--- config.mk ---
export PLATFORM = sky130hd
export DESIGN_NAME = assoc_req_ctrl
export DESIGN_NICKNAME = d
export VERILOG_FILES = /design/src/rtl/assoc_pkg.sv /design/src/rtl/assoc_sat_cnt.sv /design/src/rtl/assoc_req_ctrl.sv
export SDC_FILE = /design/constraint.sdc
export NUM_CORES = 1
export LEC_CHECK = 0
export CAP_MARGIN = 20
export CORE_MARGIN = 2
export CORE_UTILIZATION = 46
export DETAILED_ROUTE_END_ITERATION = 8
export PLACE_DENSITY = 0.92
export RECOVER_POWER = 100
export SLEW_MARGIN = 0
export SYNTH_ARGS = -nofsm -noshare
export SYNTH_HDL_FRONTEND = slang
export SYNTH_HIERARCHICAL = 1
export SYNTH_SLANG_ARGS = --single-unit
--- constraint.sdc ---
create_clock -name clk -period 4.9 [get_ports clk]
set_input_delay 0.735 -clock clk [delete_from_list [all_inputs] [get_ports clk]]
set_output_delay 0.735 -clock clk [all_outputs]
set_load 0.005 [all_outputs]
--- src/rtl/assoc_pkg.sv ---
// Shared types and constants for the associative-memory request front-end.
package assoc_pkg;

    localparam int unsigned ASSOC_DATA_W    = 32;
    localparam int unsigned ASSOC_CNT_W     = 16;
    localparam int unsigned ASSOC_TAG_MAX_W = 16;

    typedef enum logic [2:0] {
        ST_IDLE  = 3'd0,
        ST_WRITE = 3'd1,
        ST_READ  = 3'd2,
        ST_WAIT  = 3'd3,
        ST_RESP  = 3'd4
    } assoc_state_t;

    // Tag is carried at its widest legal size; the top narrows it to TAG_W.
    typedef struct packed {
        logic [ASSOC_DATA_W-1:0]    data;
        logic [ASSOC_TAG_MAX_W-1:0] tag;
        logic                       err;
    } assoc_rsp_t;

endpackage

--- src/rtl/assoc_sat_cnt.sv ---
// Saturating up-counter with increment enable; sticks at all-ones.
module assoc_sat_cnt
    import assoc_pkg::*;
#(
    parameter int unsigned W = ASSOC_CNT_W
) (
    input  logic         clk,
    input  logic         rst_n,
    input  logic         inc_i,
    output logic [W-1:0] cnt_o
);

    logic [W-1:0] cnt_q;
    logic [W-1:0] cnt_d;

    always_comb begin
        cnt_d = cnt_q;
        if (inc_i && (cnt_q != '1)) begin
            cnt_d = cnt_q + W'(1);
        end
    end

    always_ff @(posedge clk or negedge rst_n) begin
        if (!rst_n) begin
            cnt_q <= '0;
        end else begin
            cnt_q <= cnt_d;
        end
    end

    assign cnt_o = cnt_q;

endmodule

--- src/rtl/assoc_req_ctrl.sv ---
// Valid/ready request front-end sequencing one access at a time into assoc_design.
// Optional address range check: define ASSOC_REQ_CTRL_RANGE_CHECK_EN.
module assoc_req_ctrl
    import assoc_pkg::*;
#(
    parameter int TAG_W      = 4,
    parameter int ADDR_LIMIT = 1024
) (
    input  logic                    clk,
    input  logic                    rst_n,
    input  logic                    req_valid,
    output logic                    req_ready,
    input  logic                    req_write,
    input  logic signed [31:0]      req_addr,
    input  logic [ASSOC_DATA_W-1:0] req_data,
    input  logic [TAG_W-1:0]        req_tag,
    output logic                    rsp_valid,
    input  logic                    rsp_ready,
    output logic [ASSOC_DATA_W-1:0] rsp_data,
    output logic [TAG_W-1:0]        rsp_tag,
    output logic                    rsp_err,
    output logic                    mem_we,
    output logic [31:0]             mem_addr,
    output logic [ASSOC_DATA_W-1:0] mem_din,
    input  logic [ASSOC_DATA_W-1:0] mem_dout,
    output logic [ASSOC_CNT_W-1:0]  wr_cnt,
    output logic [ASSOC_CNT_W-1:0]  rd_cnt
);

    if (TAG_W < 1 || TAG_W > int'(ASSOC_TAG_MAX_W) || ADDR_LIMIT <= 0) begin : g_param_err
        $error("assoc_req_ctrl: TAG_W or ADDR_LIMIT out of range");
    end

    assoc_state_t            state_q,     state_d;
    logic                    req_ready_q, req_ready_d;
    logic                    rsp_valid_q, rsp_valid_d;
    assoc_rsp_t              rsp_q,       rsp_d;
    logic                    mem_we_q,    mem_we_d;
    logic [31:0]             mem_addr_q,  mem_addr_d;
    logic [ASSOC_DATA_W-1:0] mem_din_q,   mem_din_d;
    logic                    write_q,     write_d;

    logic accept;
    logic rsp_hs;
    logic addr_bad;
    logic wr_inc;
    logic rd_inc;

    assign accept = req_valid && req_ready_q;
    assign rsp_hs = rsp_valid_q && rsp_ready;

`ifdef ASSOC_REQ_CTRL_RANGE_CHECK_EN
    assign addr_bad = (req_addr < 0) || (req_addr >= ADDR_LIMIT);
`else
    assign addr_bad = 1'b0;
`endif

    always_comb begin
        state_d     = state_q;
        req_ready_d = 1'b0;
        rsp_valid_d = rsp_valid_q;
        rsp_d       = rsp_q;
        mem_we_d    = 1'b0;
        mem_addr_d  = mem_addr_q;
        mem_din_d   = mem_din_q;
        write_d     = write_q;

        case (state_q)
            ST_IDLE: begin
                req_ready_d = !accept;
                if (accept) begin
                    write_d   = req_write;
                    rsp_d.tag = ASSOC_TAG_MAX_W'(req_tag);
                    rsp_d.data = '0;
                    rsp_d.err = addr_bad;
                    // Rejected addresses bypass the memory and leave its bus untouched.
                    if (addr_bad) begin
                        state_d     = ST_RESP;
                        rsp_valid_d = 1'b1;
                    end else begin
                        mem_addr_d = req_addr;
                        mem_din_d  = req_data;
                        if (req_write) begin
                            state_d  = ST_WRITE;
                            mem_we_d = 1'b1;
                        end else begin
                            state_d = ST_READ;
                        end
                    end
                end
            end
            ST_WRITE: begin
                state_d     = ST_RESP;
                rsp_valid_d = 1'b1;
            end
            ST_READ: begin
                state_d = ST_WAIT;
            end
            ST_WAIT: begin
                rsp_d.data  = mem_dout;
                state_d     = ST_RESP;
                rsp_valid_d = 1'b1;
            end
            ST_RESP: begin
                if (rsp_hs) begin
                    state_d     = ST_IDLE;
                    rsp_valid_d = 1'b0;
                    req_ready_d = 1'b1;
                end
            end
            default: begin
                state_d     = ST_IDLE;
                rsp_valid_d = 1'b0;
            end
        endcase
    end

    always_ff @(posedge clk or negedge rst_n) begin
        if (!rst_n) begin
            state_q     <= ST_IDLE;
            req_ready_q <= 1'b0;
            rsp_valid_q <= 1'b0;
            rsp_q       <= '0;
            mem_we_q    <= 1'b0;
            mem_addr_q  <= '0;
            mem_din_q   <= '0;
            write_q     <= 1'b0;
        end else begin
            state_q     <= state_d;
            req_ready_q <= req_ready_d;
            rsp_valid_q <= rsp_valid_d;
            rsp_q       <= rsp_d;
            mem_we_q    <= mem_we_d;
            mem_addr_q  <= mem_addr_d;
            mem_din_q   <= mem_din_d;
            write_q     <= write_d;
        end
    end

    assign wr_inc = (state_q == ST_RESP) && rsp_hs && write_q  && !rsp_q.err;
    assign rd_inc = (state_q == ST_RESP) && rsp_hs && !write_q && !rsp_q.err;

    assoc_sat_cnt #(.W(ASSOC_CNT_W)) u_wr_cnt (
        .clk   (clk),
        .rst_n (rst_n),
        .inc_i (wr_inc),
        .cnt_o (wr_cnt)
    );

    assoc_sat_cnt #(.W(ASSOC_CNT_W)) u_rd_cnt (
        .clk   (clk),
        .rst_n (rst_n),
        .inc_i (rd_inc),
        .cnt_o (rd_cnt)
    );

    assign req_ready = req_ready_q;
    assign rsp_valid = rsp_valid_q;
    assign rsp_data  = rsp_q.data;
    assign rsp_tag   = TAG_W'(rsp_q.tag);
    assign mem_we    = mem_we_q;
    assign mem_addr  = mem_addr_q;
    assign mem_din   = mem_din_q;

`ifdef ASSOC_REQ_CTRL_RANGE_CHECK_EN
    assign rsp_err = rsp_q.err;
`else
    assign rsp_err = 1'b0;
`endif

endmodule

==> run_results.csv, run 1 <==
group,metric,value,unit
placement,pre_cts_ws,2101,ps
logic_synthesis,synth.cell_area,5847,um2
logic_synthesis,synth_top_area_share,59.49,%
final_layout,area_growth,50.87,%
run_status,violations,"max-capacitance violations, max-slew violations",
detailed_routing,drc_errors,0,
hold_path,hold_depth,1,
sta,fmax,0.3232,GHz
placement,dpl.hpwl,11480,um
power,p_leak,0.003901,uW
detailed_routing,wl,16150,um
detailed_routing,drt_first_pass_iters,5,
floorplan,pin_count,241,
logic_synthesis,ys_warn_count,6,
setup_path,crit_family,"buffers and inverters",
sta,skew,5.230,ps
detailed_routing,via_count,4609,
logic_synthesis,yosysSeqAreaShare,59.49,%
clock_network,cts_tree,"built",
clock_network,clk_latency,410,ps
setup_path,worstSetupPathType,"input pin to flip-flop",
power,p_switching,1358,uW
logic_synthesis,async_flop_share,100.0,%
clock_network,cts_buffer_depth,2,
clock_network,cts_max_level,4,
floorplan,die_width,116.7,um
logic_synthesis,synth_cells,430,
detailed_routing,wl_met3,1062,um
setup_path,reg2regPathDepth,3,
setup_path,critPathRequiredTime,5180,ps
clock_network,cts_num_sinks,139,
sta,setup_slack,1806,ps
power,p_clk_share,25.4,%
floorplan,coreArea,12520,um2
grt,antenna_found_initial,1,
clock_network,ctsHoldBuffers,0,
run_status,outcome,"complete, but fails checks",
power,p_per_area,532.9,nW/um2
setup_path,crit_path_max_fanout,31,
placement,dpl_cell_area,8377,um2
grt,grt_use_total,23.39,%
setup_path,slowest_delay,1280,ps
detailed_routing,wl_per_cell,18.82,um
power,total_power,4701,uW
grt,grt_max_degree,94,
floorplan,die_area,13630,um2
logic_synthesis,ys.flop_type,"dfrtp_1",
detailed_routing,post_drt_via_cell_ratio,5.372,
sta,setup_tns,0,ps
logic_synthesis,synth.largest_area_cell,"dfrtp_1",
logic_synthesis,synth_edf_count,0,
sta,slew_viol_final,198,
sta,rsz0062_at_grt,"false",
detailed_routing,top_layer_used,"met4",
sta,slew_headroom,-52.87,%
clock_network,cts_inserted_buffers,17,
power,seqPwrFrac,40.2,%
grt,grt_pass1_wl,24280,um
logic_synthesis,postSynthAreaPerCell,13.60,um2
placement,place_congestion,0.8857,
power,cellInternalPower,3343,uW
final_layout,fin_area,8821,um2
final_layout,fin_nets,780,
job,cap_violations,3,
floorplan,die_h,116.7,um
detailed_routing,m1WireLength,6312,um
clock_network,cts_setup_buffers,0,
placement,portBuffers,239,
floorplan,start_util,46.71,%
power,p_sw_share,28.88,%
detailed_routing,initialDrtViolationCount,361,
logic_synthesis,synth-seq-cells,139,
power,p_comb_share,34.4,%
setup_path,worst-path-buf-inv,2,
hold_path,hp-start,"mem_din[25]",
setup_path,ff2ff_setup_slack,2160,ps
clock_network,post_cts_resized,0,
final_layout,num-fill-cells,873,
power,ir_worst_vdd,301.2,uV
sta,setup_violations,0,
logic_synthesis,yosys-top-cells-area,"dfrtp_1, mux2_1, o2bb2ai_1",
logic_synthesis,syn_nets,537,
sta,tightest_slew,2293,ps
setup_path,crit_path_end_kind,"flip-flop",
setup_path,slowest_stage,"clkbuf_1",
hold_path,hp-class,"flip-flop to flip-flop",
sta,min_period,3094,ps
grt,grt_pass1_vias,4659,
setup_path,crit_chain,"dlygate4sd3_1, nand2_1, nor4_1, clkbuf_1, mux2_1",
floorplan,rows,41,
setup_path,timing.rr.start,"state_q[0]",
final_layout,drive_gt1_share,9.489,%
clock_network,clk_pin_slew,60,ps
logic_synthesis,yosysUniqueCellTypes,41,
setup_path,start_kind,"input pin",
clock_network,clock_tree.root_cell,"clkbuf_16",
logic_synthesis,synth_common_cells,"dfrtp_1, mux2_1, nand2_1",
sta,finalCritPeriodShare,63.15,%
setup_path,crit_arrival,3380,ps
setup_path,r2r_end,"mem_addr[6]",
grt,overflow,0,
detailed_routing,ant_nets,0,
hold_path,holdPathEnd,"mem_din[25]",
logic_synthesis,synth.most_common_cell,"dfrtp_1",
sta,finalHoldViolCount,0,
detailed_routing,wl_met2,8372,um
[sequential cells by signal, summed over array words and instances (netlist names)]
name            flops
write_q             1
rsp_valid           1
u_wr_cnt/cnt_o     16
rsp_tag             4
mem_addr           32
req_ready           1
mem_we              1
rsp_data           32
state_q             3
u_rd_cnt/cnt_o     16
mem_din            32
[cell families after synthesis]
group	share of synthesized area, %
AO/OA/AOI/OAI	9.223
XOR/XNOR	2.097
AND/OR/NAND/NOR	12.60
adder cells (fa/ha/maj)	0.4279
buffers and inverters	2.439
other	0.06414
multiplexers	13.65
flip-flops	59.49
[power by group through the flow]
stage / Combinational [uW] / Sequential [uW] / Clock (uW)
2_1_floorplan: 637 / 1900 / 0
3_3_place_gp: 1700 / 1890 / 0
3_5_place_dp: 1790 / 1930 / 0
4_1_cts: 1810 / 1920 / 1210
5_1_grt: 1750 / 1950 / 1260
6_report: 1620 / 1890 / 1200
[layout make-up]
| class | count | area, um2 | share of cell area [%] |
|---|---|---|---|
| clock inverters | 8 | 67.56 | 0.7660 |
| clock buffers | 23 | 488.0 | 5.532 |
| well taps | 172 | 215.2 | 2.440 |
| repair buffers | 244 | 2442 | 27.69 |
| multi-input cells | 268 | 2116 | 23.99 |
| flip-flops and latches | 139 | 3478 | 39.43 |
| diodes | 1 | 2.502 | 0.02837 |
| inverters | 3 | 11.26 | 0.1277 |
[cell usage in the layout (no fill, tap or decap), drive strengths merged, types with 2 or more instances in the layout]
cell           instances
a31oi                  8
nor4                   5
inv                    3
buf                    3
o31ai                  2
clkdlybuf4s50        100
nand3                 13
mux2                  70
a21oi                  7
and3                   4
dlygate4sd3          138
o21a                  10
nand2                 43
nor2                  12
nand4                 21
and4b                  2
o211ai                 2
nor3                   4
and4                   6
xor2                   4
o2bb2ai               32
dfrtp                139
ha                     2
clkinv                 6
o21ai                  3
clkbuf                26
xnor2                 10
a32oi                  2
[how the worst max path moves through the flow]
stage	startpoint	to	cells after the start
global route	req_valid	mem_addr[9]	5
CTS	req_valid	mem_din[4]	5
floorplan	rsp_ready	u_rd_cnt/cnt_o[5]	6
finish	req_valid	mem_addr[6]	5
global placement	req_valid	rsp_tag[0]	5
detailed placement	req_valid	mem_din[4]	5
[routing by layer]
layer  global-route usage (%)  vias to the layer above
met3                    5.708                       32
li1                         -                     2085
met2                    40.42                      218
met5                        0                        -
met4                    9.647                        0
met1                    28.05                     2274
[stage by stage]
stage / hold slack (ps) / utilization (%) / instances
floorplan: 439.4 / - / 430
global placement: 465.6 / 66.70 / 824
detailed placement: 473.7 / 66.92 / 825
CTS: 436.6 / 71.36 / 856
global route: 501.4 / 70.47 / 858
finish: 474.8 / 70.47 / 858
No activity file was read; power rests on OpenSTA's default activity.
==> inputs of run 2 (changes only) <==
--- a/config.mk
+++ b/config.mk
@@ -7,9 +7,9 @@
 export LEC_CHECK = 0
 export CAP_MARGIN = 20
 export CORE_MARGIN = 2
-export CORE_UTILIZATION = 46
+export CORE_UTILIZATION = 39
 export DETAILED_ROUTE_END_ITERATION = 8
-export PLACE_DENSITY = 0.92
+export PLACE_DENSITY = 0.84
 export RECOVER_POWER = 100
 export SLEW_MARGIN = 0
 export SYNTH_ARGS = -nofsm -noshare
==> constraint.sdc (replaced) <==
create_clock -name clk -period 2.6 [get_ports clk]
set_input_delay 0.39 -clock clk [delete_from_list [all_inputs] [get_ports clk]]
set_output_delay 0.39 -clock clk [all_outputs]
set_load 0.005 [all_outputs]
==> run 2 against run 1 <==
Against the previous run: the run now ends clean; highest routed layer unchanged; die area rose by 17%; non-clock buffer count is 6 higher; combinational power rose by 91%.
==> run_results.csv, run 2 (synthesis gave the netlist of run 1 again) <==
group,metric,value,unit
detailed_routing,wl_per_cell,17.82,um
clock_network,ctsHoldBuffers,1,
detailed_routing,post_drt_via_cell_ratio,5.170,
final_layout,layout.cells.non_filler,876,
grt,grt_use_met2,33.75,%
final_layout,drive_gt1_share,9.971,%
final_layout,utilization,61.20,%
grt,grt_pass1_vias,4744,
sta,finalCritPeriodShare,83.44,%
placement,dpl.hpwl,11240,um
hold_path,hp-class,"flip-flop to flip-flop",
clock_network,cts_inserted_buffers,17,
placement,portBuffers,239,
power,p_per_area,1025,nW/um2
sta,setup_slack,430.6,ps
floorplan,rows,44,
clock_network,clk_latency,420,ps
clock_network,clk_pin_slew,60,ps
floorplan,coreArea,14590,um2
hold_path,hp-start,"mem_addr[12]",
floorplan,die_area,15990,um2
grt,grtUsageMet1,23.68,%
setup_path,worstSetupPathType,"flip-flop to flip-flop",
power,p_leak,0.003949,uW
clock_network,cts_buffer_depth,2,
sta,tightest_slew,1107,ps
sta,skew,7.030,ps
setup_path,crit_arrival,2460,ps
sta,slew_headroom,26.19,%
final_layout,mostFrequentLayoutCell,"dfrtp_1",
clock_network,post_cts_resized,0,
power,total_power,9148,uW
setup_path,crit_path_end_kind,"flip-flop",
grt,met3_usage,5.778,%
clock_network,cts_max_level,4,
run_status,outcome,"complete, no violations",
placement,placed_cells,843,
job,cap_violations,0,
grt,top_usage_layer,"met2",
setup_path,reg2regPathDepth,4,
setup_path,critPathLaunch,"state_q[0]",
detailed_routing,via_count,4529,
final_layout,mostFrequentLayoutCells,"dfrtp_1, dlygate4sd3_1, clkdlybuf4s50_1, mux2_1, nand2_1",
placement,pre_cts_ws,243.0,ps
grt,grt_pass1_wl,25120,um
detailed_routing,drc_errors,0,
floorplan,start_util,40.08,%
sta,setup_violations,0,
detailed_routing,wl,15610,um
clock_network,cts_setup_buffers,0,
setup_path,timing.rr.start,"state_q[0]",
setup_path,crit_path_max_fanout,85,
sta,slew_viol_final,0,
hold_path,hold_depth,1,
final_layout,antenna_cells,0,
detailed_routing,initialDrtViolationCount,216,
power,ir_worst_vdd,530.2,uV
sta,rsz0062_at_grt,"false",
floorplan,pin_count,241,
sta,fmax,0.4609,GHz
grt,grt_max_degree,86,
sta,min_period,2169,ps
grt,overflow,0,
grt,antenna_found_initial,0,
placement,place_congestion,0.8998,
detailed_routing,drt_first_pass_iters,4,
clock_network,cts_tree,"built",
detailed_routing,ant_nets,0,
floorplan,die_h,126.4,um
final_layout,area_growth,52.71,%
grt,grt_use_total,19.97,%
sta,finalHoldViolCount,0,
final_layout,fin_nets,786,
floorplan,die_width,126.4,um
setup_path,critPathRequiredTime,2890,ps
sta,setup_tns,0,ps
setup_path,start_kind,"flip-flop",
clock_network,cts_num_sinks,139,
clock_network,clock_tree.root_cell,"clkbuf_16",
-- run 2: worst paths after layout --
path | slack [ps] | to
setup / recovery | 430 | mem_addr[11]
hold / removal | 480 | mem_addr[12]
setup reg to reg | 430 | mem_addr[11]
hold reg to reg | 480 | mem_addr[12]
max in group asynchronous | 590 | rsp_data[18]
min in group asynchronous | 540 | u_wr_cnt/cnt_o[10]
-- run 2: critical path, stage by stage (launching register included) --
cell      delay (ps)
dfrtp_1          380
clkbuf_1         190
nor4_1           600
buf_12           410
mux2_1           390
-- run 2: layer usage --
layer  wire, um  share of wire, %
met1       6232                40
met2       7865                50
met3       1133               7.3
met4        378               2.4
met5          0                 0
-- run 2: final cells by class --
class	count	area, um2
repair buffers	250	2481
flip-flops and latches	139	3478
inverters	3	11.26
clock inverters	11	166.4
multi-input cells	268	2091
well taps	184	230.2
clock buffers	21	470.5
fillers	1144	5660
-- run 2: power by group --
part	internal, uW	leakage [uW]	switching [uW]
sequential	3030	0.00177	455
combinational	1880	0.00187	1210
clock	1680	0.000305	896
total	6590	0.00395	2560
-- run 2: per-stage QoR --
stage,cell area [um2],hold slack (ps)
after floorplan,5847,94.41
after global placement,8429,435.4
after detailed placement,8429,441.3
after CTS,9076,486.4
after global routing,8929,493.9
final,8929,475.1
==> inputs of run 3 (changes only) <==
--- a/config.mk
+++ b/config.mk
@@ -7,9 +7,9 @@
 export LEC_CHECK = 0
 export CAP_MARGIN = 20
 export CORE_MARGIN = 2
-export CORE_UTILIZATION = 39
+export CORE_UTILIZATION = 43
 export DETAILED_ROUTE_END_ITERATION = 8
-export PLACE_DENSITY = 0.84
+export PLACE_DENSITY = 0.87
 export RECOVER_POWER = 100
 export SLEW_MARGIN = 0
 export SYNTH_ARGS = -nofsm -noshare
==> constraint.sdc (replaced) <==
create_clock -name clk -period 2.2 [get_ports clk]
set_input_delay 0.33 -clock clk [delete_from_list [all_inputs] [get_ports clk]]
set_output_delay 0.33 -clock clk [all_outputs]
set_load 0.005 [all_outputs]
==> run 3 against run 2 <==
Against the previous run: combinational power up 17%; sequential share of layout area down 0.52 points; sequential power up 20%; first-iteration DRC count up 52%; clock power up 27%; register-to-register slack worse by 270 ps.
==> run_results.csv, run 3 (synthesis gave the netlist of run 1 again) <==
group,metric,value,unit
final_layout,area_growth,54.76,%
placement,dpl.hpwl,11370,um
floorplan,die_width,120.6,um
grt,grt_max_degree,77,
setup_path,critPathRequiredTime,2490,ps
grt,grt_pass1_wl,25400,um
sta,tightest_slew,1158,ps
power,p_per_area,1224,nW/um2
power,ir_worst_vdd,563.3,uV
clock_network,clk_latency,410,ps
sta,setup_violations,0,
detailed_routing,via_count,4613,
placement,pre_cts_ws,75.87,ps
setup_path,ff2ff_setup_slack,160,ps
sta,rsz0062_at_grt,"false",
detailed_routing,initialDrtViolationCount,329,
clock_network,cts_inserted_buffers,17,
floorplan,die_h,120.6,um
final_layout,fin_nets,786,
setup_path,worstSetupPathType,"flip-flop to flip-flop",
clock_network,cts_max_level,4,
floorplan,coreArea,13240,um2
final_layout,mostFrequentLayoutCell,"dfrtp_1",
grt,grt_pass1_vias,4791,
final_layout,drive_gt1_share,11.27,%
sta,min_period,2043,ps
clock_network,cts_buffer_depth,2,
sta,setup_slack,157.3,ps
placement,place_congestion,0.8495,
grt,overflow,0,
detailed_routing,wl,16090,um
floorplan,rows,42,
sta,fmax,0.4895,GHz
detailed_routing,wl_per_cell,18.54,um
detailed_routing,post_drt_via_cell_ratio,5.315,
clock_network,cts_setup_buffers,0,
floorplan,die_area,14550,um2
detailed_routing,drc_errors,0,
setup_path,start_kind,"flip-flop",
clock_network,cts_tree,"built",
clock_network,cts_num_sinks,139,
job,cap_violations,0,
sta,slew_headroom,22.78,%
placement,portBuffers,239,
setup_path,crit_arrival,2330,ps
final_layout,mostFrequentLayoutCells,"dfrtp_1, dlygate4sd3_1, clkdlybuf4s50_1, mux2_1, nand2_1",
clock_network,clock_tree.root_cell,"clkbuf_16",
detailed_routing,ant_nets,0,
sta,finalHoldViolCount,0,
detailed_routing,drt_first_pass_iters,6,
setup_path,crit_path_end_kind,"flip-flop",
final_layout,antenna_cells,0,
floorplan,pin_count,241,
clock_network,clk_pin_slew,50,ps
floorplan,start_util,44.15,%
power,p_leak,0.004006,uW
hold_path,hp-class,"flip-flop to flip-flop",
final_layout,utilization,68.33,%
run_status,outcome,"complete, no violations",
grt,grt_use_total,22.73,%
sta,skew,4.090,ps
sta,setup_tns,0,ps
sta,hold_ws,475.0,ps
sta,finalCritPeriodShare,92.85,%
setup_path,crit_path_max_fanout,26,
grt,antenna_found_initial,0,
sta,slew_viol_final,0,
## run 3: layout make-up
type / instances / area (um2)
fillers: 961 / 4194
flip-flops and latches: 139 / 3478
repair buffers: 250 / 2474
multi-input cells: 268 / 2181
clock buffers: 21 / 470.5
well taps: 176 / 220.2
clock inverters: 11 / 214.0
inverters: 3 / 11.26
## run 3: critical path, stage by stage, from the launching register on
cell and delay [ps]:
dfrtp_1 500, nor4_4 400, clkbuf_2 610, mux2_2 410
## run 3: final timing paths
path,start,end,cells after the start
max,state_q[0],mem_din[6],3
min,mem_addr[16],mem_addr[16],1
max reg2reg,state_q[0],mem_din[6],3
min reg2reg,mem_addr[16],mem_addr[16],1
max in group asynchronous,rst_n,mem_din[31],3
min in group asynchronous,rst_n,rsp_data[3],2
## run 3: stage by stage
step	area (um2)	total power, uW	std cells
after floorplan	5847	5656	430
after global placement	8432	8053	835
after detailed placement	8432	8303	835
after CTS	9126	11640	868
after global routing	9049	11710	868
final	9049	11080	868
## run 3: per-layer routing
| metal | global-route usage, % | vias to the layer above | routed length (um) |
|---|---|---|---|
| met5 | 0 | - | 0 |
| met2 | 40.54 | 197 | 8516 |
| met4 | 9.230 | 0 | 378 |
| met1 | 26.17 | 2296 | 6160 |
| met3 | 5.425 | 29 | 1039 |
| li1 | - | 2091 | - |
## run 3: power by group
part           internal [uW]  leakage [uW]  switching [uW]
clock                   2210      0.000329            1040
sequential              3580       0.00177             611
combinational           2210       0.00191            1410
total                   8010       0.00401            3070
## run 3: what timing repair did
item | in CTS | in global routing
hold endpoints to repair | 44 | 0
setup endpoints to repair | 0 | 1
hold buffers | 1 | 0
gates resized for setup | 0 | 1
